## src/rtl/fetch_pkg.sv

```systemverilog
// ---------------------------------------------------------------
// fetch_pkg: shared FSM encodings, opcode default, range helper
// Revision: 1.0
// ---------------------------------------------------------------
`default_nettype none

package fetch_pkg;

  localparam logic [1:0] ST_IDLE     = 2'd0;
  localparam logic [1:0] ST_RUN      = 2'd1;
  localparam logic [1:0] ST_HALT     = 2'd2;
  localparam logic [1:0] JMP_OPC_DEF = 2'b11;

  // True when a target address lies outside the loaded program.
  function automatic logic out_of_range(input logic [7:0] tgt, input int len);
    return int'(tgt) >= len;
  endfunction

endpackage

`default_nettype wire

```

## src/rtl/fetch_next_pc.sv

```systemverilog
// ---------------------------------------------------------------
// fetch_next_pc: combinational next-PC candidates and range checks
// Revision: 1.0
// ---------------------------------------------------------------
`default_nettype none

module fetch_next_pc
  import fetch_pkg::*;
#(
  parameter int         PROG_LEN = 7,
  parameter logic [1:0] JMP_OPC  = JMP_OPC_DEF
) (
  input  logic [7:0] pc,
  input  logic [7:0] ins_code,
  input  logic [7:0] redir_pc,
  output logic [7:0] seq_pc,
  output logic       is_jump,
  output logic [7:0] jump_pc,
  output logic       jump_bad,
  output logic [7:0] redir_tgt,
  output logic       redir_bad
);

  logic [7:0] jump_raw;

  always_comb begin
    seq_pc    = (pc == 8'(PROG_LEN - 1)) ? 8'd0 : pc + 8'd1;
    is_jump   = (ins_code[7:6] == JMP_OPC);
    jump_raw  = {2'b00, ins_code[5:0]};
    // Out-of-range targets collapse to address 0 and raise the error.
    jump_bad  = out_of_range(jump_raw, PROG_LEN);
    jump_pc   = jump_bad ? 8'd0 : jump_raw;
    redir_bad = out_of_range(redir_pc, PROG_LEN);
    redir_tgt = redir_bad ? 8'd0 : redir_pc;
  end

endmodule

`default_nettype wire

```

## src/rtl/fetch_ctrl.sv

```systemverilog
// ---------------------------------------------------------------
// fetch_ctrl: fetch FSM driving instruction memory and issue slot
// Revision: 1.0
// ---------------------------------------------------------------
`default_nettype none

module fetch_ctrl
  import fetch_pkg::*;
#(
  parameter int         PROG_LEN = 7,
  parameter logic [1:0] JMP_OPC  = JMP_OPC_DEF
) (
  input  logic       clk,
  input  logic       reset,
  input  logic       start,
  input  logic       halt_req,
  input  logic       redir_valid,
  input  logic [7:0] redir_pc,
  output logic [7:0] pc,
  input  logic [7:0] ins_code,
  output logic       out_valid,
  output logic [7:0] out_ins,
  output logic [7:0] out_pc,
  input  logic       out_ready,
  output logic [1:0] state,
  output logic       jump_err
);

  logic [1:0] state_next;
  logic       slot_free;
  logic       xfer;
  logic       do_issue;
  logic       do_jump;
  logic [7:0] seq_pc;
  logic       is_jump;
  logic [7:0] jump_pc;
  logic       jump_bad;
  logic [7:0] redir_tgt;
  logic       redir_bad;

  fetch_next_pc #(
    .PROG_LEN (PROG_LEN),
    .JMP_OPC  (JMP_OPC)
  ) u_next_pc (
    .pc        (pc),
    .ins_code  (ins_code),
    .redir_pc  (redir_pc),
    .seq_pc    (seq_pc),
    .is_jump   (is_jump),
    .jump_pc   (jump_pc),
    .jump_bad  (jump_bad),
    .redir_tgt (redir_tgt),
    .redir_bad (redir_bad)
  );

  always_ff @(posedge clk or negedge reset) begin
    if (!reset) state <= ST_IDLE;
    else        state <= state_next;
  end

  // A redirect freezes the FSM for that cycle; start wins over halt outside RUN.
  always_comb begin
    state_next = state;
    case (state)
      ST_IDLE, ST_HALT: if (start && !redir_valid)    state_next = ST_RUN;
      ST_RUN:           if (halt_req && !redir_valid) state_next = ST_HALT;
      default:                                         state_next = ST_IDLE;
    endcase
  end

  always_comb begin
    slot_free = !out_valid || out_ready;
    xfer      = out_valid && out_ready;
    do_issue  = 1'b0;
    do_jump   = 1'b0;
    if (state == ST_RUN && !redir_valid && !halt_req && slot_free) begin
      do_issue = !is_jump;
      do_jump  = is_jump;
    end
  end

  always_ff @(posedge clk or negedge reset) begin
    if (!reset) begin
      pc        <= 8'd0;
      out_valid <= 1'b0;
      out_ins   <= 8'd0;
      out_pc    <= 8'd0;
      jump_err  <= 1'b0;
    end else if (redir_valid) begin
      pc        <= redir_tgt;
      out_valid <= 1'b0;
      if (redir_bad) jump_err <= 1'b1;
    end else if (do_jump) begin
      // Jumps are consumed here; the slot empties, leaving a bubble.
      pc        <= jump_pc;
      out_valid <= 1'b0;
      if (jump_bad) jump_err <= 1'b1;
    end else if (do_issue) begin
      out_ins   <= ins_code;
      out_pc    <= pc;
      out_valid <= 1'b1;
      pc        <= seq_pc;
    end else if (xfer) begin
      out_valid <= 1'b0;
    end
  end

endmodule

`default_nettype wire

```

## config.mk

```make
export PLATFORM = sky130hd
export DESIGN_NAME = fetch_ctrl
export DESIGN_NICKNAME = d
export VERILOG_FILES = /design/src/rtl/fetch_pkg.sv /design/src/rtl/fetch_next_pc.sv /design/src/rtl/fetch_ctrl.sv
export SDC_FILE = /design/constraint.sdc
export NUM_CORES = 1
export LEC_CHECK = 0
export CAP_MARGIN = 20
export CELL_PAD_IN_SITES_DETAIL_PLACEMENT = 0
export CELL_PAD_IN_SITES_GLOBAL_PLACEMENT = 1
export CORE_AREA = 3 3 69 71
export DETAILED_ROUTE_END_ITERATION = 7
export DIE_AREA = 0 0 72 74
export PLACE_DENSITY_LB_ADDON = 0.1
export SKIP_LAST_GASP = 1
export SYNTH_ARGS = -nofsm -noshare
export SYNTH_HDL_FRONTEND = slang
export SYNTH_HIERARCHICAL = 1
export SYNTH_SLANG_ARGS = --single-unit
```

## constraint.sdc

```tcl
create_clock -name clk -period 2.7 [get_ports clk]
set_input_delay 0.405 -clock clk [delete_from_list [all_inputs] [get_ports clk]]
set_output_delay 0.405 -clock clk [all_outputs]
set_load 0.02 [all_outputs]
```

==> metrics.txt, run 1 <==
outcome=complete, no violations; CTS tree=done; share of layout cells above drive strength 1=14.2%; Pwr Density=803 mW/mm2; flops & latches, synth=28; Worst Setup Start Kind=flip-flop; CP max stage delay=0.67 ns; routability congestion estimate=0.772; dpl hpwl=2.69 mm; Layout Skew=0.00684 ns; Synth area leader=dfrtp_1; worst hold path class=input pin to async pin; TNS Setup=0 ns; Final Max Tran Viols=0; num rows=24; vias in the first global route=1205; Num CTS Buffers=3; IO Port Bufs=49; antenna cells=0; max frequency=0.533 GHz; Post-CTS Hold Buffers=0; Post-Syn Instances=139; fin cells=242; PnR worst setup slack=0.822 ns; leakage=1.02 nW; wire per inst=15.2 um; Hold Vio Cnt, Final=0; final hold slack=0.498 ns; crit path max-delay cell type=clkdlybuf4s50_1; endpoint type of the worst setup path=output port; Tot GR Track Use=14.6%; Post-CTS Resized=0; ANT nets after route=0; dpl ws=0.662 ns; crit path kind=flip-flop to output port; top cells by count, synth=dfrtp_1, mux2i_1, buf_4, mux2_4; DRT Pass-1 Iters=5; worst reg-to-reg setup slack=1.10 ns; RSZ-0062 raised after global routing=false; Tcrit/Tclk final=69.5%; Area Growth Syn to Fin=34.6%; synth top area cells=dfrtp_1, mux2i_1, mux2_4; Final min period=1.88 ns; Cell Area, Synth=0.00165 mm2; ys flop type=dfrtp_1; clock slew at reported path FFs=0.10 ns; postcts setup bufs=0; DRC violations left=0; max-capacitance violation count=0; fin nets=215; GRT Residual Overflow=0; maximum VDD drop=0.000344 V; DIE WIDTH=72 um; most common cell in the netlist=dfrtp_1; CP max FO=9; Post-synth EDFFs=0; top cell family by delay on the critical path=buffers and inverters; Critical Path RT=2.30 ns; Reg2Reg Depth=5; antenna violations before repair=0; pin count of the biggest net entering global routing=29; first-pass GRT wire length=6.00 mm; Worst Max-Slew Pin Slew=0.671 ns; vias per cell=4.88; Post-synth ARST share=100%; drt total wl=3.67 mm; Core ar.=0.00429 mm2; final setup vio count=0; root buf cell=clkbuf_8; Final Cell Area=0.00222 mm2; CP bufs+invs=1; clk_lat worst skew=0.28 ns; Critical Path, Cell by Cell=clkdlybuf4s50_1; Clock Path Buffers=2; number of H-tree levels=1; sequential share of the synthesized area=42.6%; post-synthesis area per instance=11.8 um2; IO Pins=50; Synth top area share=42.6%; Synth Warn #=6; Worst EP arrival=1.47 ns; reg2reg start=pc[5]$_DFFE_PN0P_; Netlist cell types=32; total number of vias=1180; placed cell count=238; die height=74 um; Detailed Route Iter0 Violations=29; relative slew slack=55.1%; Clock Sinks=28; reg2reg end=pc[0]$_DFFE_PN0P_; Initial Utilization=38.3%; Cell Area, Placed=0.00214 mm2; die area=0.00533 mm2
==> worst reg2reg max path, stage by stage (launching register included) <==
cell and delay (ns):
dfrtp_1 0.49, nor4b_1 0.44, and3b_1 0.28, nor2_1 0.05
mux2i_1 0.13, mux2i_1 0.08
==> worst max-delay path by stage <==
stage	start	endpoint	slack, ns	cells past startpoint
floorplan	state[1]$_DFFE_PN0P_	out_ins[0]$_DFFE_PN0P_	1.13	5
global placement	ins_code[6]	out_ins[5]$_DFFE_PN0P_	0.72	5
detailed placement	ins_code[6]	out_ins[6]$_DFFE_PN0P_	0.66	5
CTS	pc[0]$_DFFE_PN0P_	pc[0]	0.82	1
global route	pc[0]$_DFFE_PN0P_	pc[0]	0.77	1
finish	pc[0]$_DFFE_PN0P_	pc[0]	0.82	1
==> routing by layer <==
layer / track usage (%) / share of wire, % / wire, um / up-vias
met3: 2.43 / 3.8 / 140 / 5
met4: 5.01 / 1.3 / 49 / 0
met1: 18.1 / 46 / 1700 / 573
met2: 25.9 / 49 / 1780 / 28
li1: - / - / - / 574
met5: 0 / 0 / 0 / -
==> sequential cells by signal (all words and copies together), names as in the netlist <==
signal,cells
pc,8
state,2
out_ins,8
out_pc,8
out_valid,1
jump_err,1
==> power by group <==
part | internal [mW] | leakage, nW | switching, mW | total (mW)
sequential | 0.554 | 0.346 | 0.108 | 0.662
clock | 0.199 | 0.0357 | 0.139 | 0.338
combinational | 0.443 | 0.635 | 0.335 | 0.778
==> cells by family after synthesis <==
logic type	Yosys count	share of synthesized area [%]
xor gates and xnor gates	5	2.66
DFF	28	42.6
buffers and inverters	17	7.83
AOI/OAI and AO/OA	7	2.51
adders and majority gates	2	1.52
and+or+nand+nor	39	14.9
muxes	40	27.8
other	1	0.228
==> final cells by class <==
class	instances	area, um2
Multi-Input combinational cell	103	851
Timing Repair Buffer	53	520
Clock inverter	1	30.0
Inverter	2	7.51
Clock buffer	3	41.3
Tap cell	52	65.1
Fill cell	391	2080
Sequential cell	28	701
==> metrics by stage <==
stage / total power [mW] / utilization [%]
floorplan: 1.09 / -
global placement: 1.44 / 49.9
detailed placement: 1.46 / 49.9
CTS: 1.80 / 51.6
global route: 1.87 / 51.6
finish: 1.78 / 51.6
==> cells in the final DEF (no fill, tap or decap) <==
cell type and instances:
a21o_1 1, and3_1 6, nand3b_1 2, xnor2_1 5, mux2_2 6, clkbuf_8 3, nand2b_1 4, nand2_1 5
clkdlybuf4s50_1 49, nand2b_4 1, mux2i_1 24, buf_4 4, dfrtp_1 28, bufinv_16 1, conb_1 10, a21oi_1 1
a211oi_1 1, nor2_1 4, nand3_1 6, o22ai_1 1, nor2_4 1, inv_1 2, nor4b_1 1, nor2b_1 1
and2_1 4, or4_4 1, ha_1 2, nor4_1 1, and3b_1 1, mux2_4 10, o21ai_0 3, and4bb_1 1
Note: power is estimated with default switching activity, not from simulation.
==> run 2: changes to the inputs <==
- CORE_AREA: 3 3 69 71 -> 3 3 75 77
- DIE_AREA: 0 0 72 74 -> 0 0 78 80
- clock period: 2.7 -> 1.6 ns (I/O delays scaled with it)
==> run 2 against run 1 <==
Net effect: largest power group unchanged; worst setup slack worse by 0.73 ns; wire length up 10%; clock power up 32%; cell area up 5.9%.
==> metrics.txt, run 2 (synthesis results as in run 1) <==
outcome=complete, no violations; vias in the first global route=1331 (+10%); die height=80 um (+8.1%); number of H-tree levels=1 (unchanged); Reg2Reg Depth=4 (-1); Final Max Tran Viols=0 (unchanged); Critical Path, Cell by Cell=clkdlybuf4s50_1; Final Power=2.92 mW (+64%); Pwr Density=1250 mW/mm2 (+55%); worst hold path class=input pin to async pin; Detailed Route Iter0 Violations=25 (-14%); CP max stage delay=0.62 ns (-0.05 ns); footprint of the multi-input gates=857 um2 (+0.74%); commonest non-fill, non-tap cell in the layout=clkdlybuf4s50_1; Clock Path Buffers=2 (unchanged); num rows=26 (+8.3%); sequential cell area=703 um2 (+0.36%); final hold slack=0.347 ns (-0.150 ns); root buf cell=clkbuf_8; Hold Vio Cnt, Final=0 (unchanged); Crit. Startpoint=out_pc[5]$_DFFE_PN0P_; leakage=1.13 nW (+12%); crit path capture=out_pc[5]; GRT Residual Overflow=0 (unchanged); top cell family by delay on the critical path=buffers and inverters; IO Pins=50 (unchanged); drt total wl=4.05 mm (+10%); Cell Area, Placed=0.00228 mm2 (+6.4%); instance count on the critical path=1 (unchanged); Num CTS Buffers=3 (unchanged); DIE WIDTH=78 um (+8.3%); endpoint type of the worst setup path=output port; antenna cells=0 (unchanged); Tot GR Track Use=13.5% (-1.1 points); routability congestion estimate=0.754 (-2.3%); DRC violations left=0 (unchanged); Final Cell Area=0.00235 mm2 (+5.9%); fill cell count=509 (+30%); placed cell count=268 (+13%); vias per cell=4.58 (-6.0%); PnR worst setup slack=0.0914 ns (-0.731 ns); max-capacitance violation count=0 (unchanged); dpl ws=-0.189 ns (-0.851 ns); Worst Setup Start Kind=flip-flop; antenna violations before repair=0 (unchanged); fin nets=227 (+5.6%); final setup vio count=0 (unchanged); clock slew at reported path FFs=0.10 ns (about the same); pin count of the biggest net entering global routing=29 (unchanged); dpl hpwl=2.93 mm (+9.1%); Initial Utilization=32.4% (-5.9 points); most frequent cells in the layout=clkdlybuf4s50_1, dfrtp_1, mux2i_1, buf_4; maximum VDD drop=0.000545 V (+59%); reg2reg end=out_ins[5]$_DFFE_PN0P_; biggest regs=out_ins x8, out_pc x8, pc x8; Critical Path RT=1.36 ns (-0.94 ns); reg2reg start=state[1]$_DFFE_PN0P_; Worst EP arrival=1.27 ns (-0.20 ns); wire per inst=14.9 um (-1.9%); clk_lat worst skew=0.27 ns (about the same); Clock Sinks=28 (unchanged); RSZ-0062 raised after global routing=false; postcts setup bufs=0 (unchanged); die area=0.00624 mm2 (+17%); max frequency=0.663 GHz; Layout Skew=0.00198 ns (-0.00486 ns); ANT nets after route=0 (unchanged); worst reg-to-reg setup slack=0.09 ns (-1.01 ns); IO Port Bufs=49 (unchanged); Area Growth Syn to Fin=42.5%; Tcrit/Tclk final=94.3%; first-pass GRT wire length=6.71 mm (+12%); CP max FO=2 (-7); Final min period=1.51 ns; share of layout cells above drive strength 1=20.8% (+6.6 points); DRT Pass-1 Iters=4 (-1); total number of vias=1247 (+5.7%); CP bufs+invs=1 (unchanged); crit path kind=flip-flop to output port; crit path max-delay cell type=clkdlybuf4s50_1; Core ar.=0.00507 mm2 (+18%); CTS tree=done; fin cells=272 (+12%)
==> run 2: worst min path at each step <==
stage	slack (ns)	start	depth (start not counted)	to
floorplan	-0.06	reset	0	jump_err$_DFFE_PN0P_
global placement	0.47	jump_err$_DFFE_PN0P_	2	jump_err$_DFFE_PN0P_
detailed placement	0.47	jump_err$_DFFE_PN0P_	2	jump_err$_DFFE_PN0P_
CTS	0.35	reset	2	state[0]$_DFFE_PN0P_
global route	0.37	reset	2	state[0]$_DFFE_PN0P_
finish	0.35	reset	2	state[0]$_DFFE_PN0P_
==> run 2: cell type report <==
class	instances	share of cell area, %
repair buffers	65	27.1
well taps	70	3.73
flip-flops and latches	28	30.0
inverters	2	0.320
multi-input cells	103	36.5
clock buffers	4	2.35
==> run 2: layer usage <==
metal  wire length (um)  vias to the layer above  global-route usage [%]
met2               1960                       34                    23.2
met5                  0                        -                       0
met1               1880                      616                    17.6
met4                 12                        0                    3.15
met3                188                        2                    2.37
li1                   -                      595                       -
==> run 2: timing repair <==
action                                  in CTS  in global routing
gates resized for setup                      7                  5
hold buffers                                 0                  0
endpoints found under the setup margin       7                  6
==> run 2: power breakdown <==
group / switching, mW / internal [mW]
logic: 0.596 / 0.774
clock network: 0.226 / 0.220
registers: 0.168 / 0.937
total: 0.990 / 1.93
==> run 2: through the flow <==
step / util (%) / TNS [ns]
global placement: 45.0 / -2.72
detailed placement: 45.0 / -3.09
CTS: 45.9 / -0.0407
finish: 46.2 / 0
global route: 46.2 / 0
floorplan: - / 0
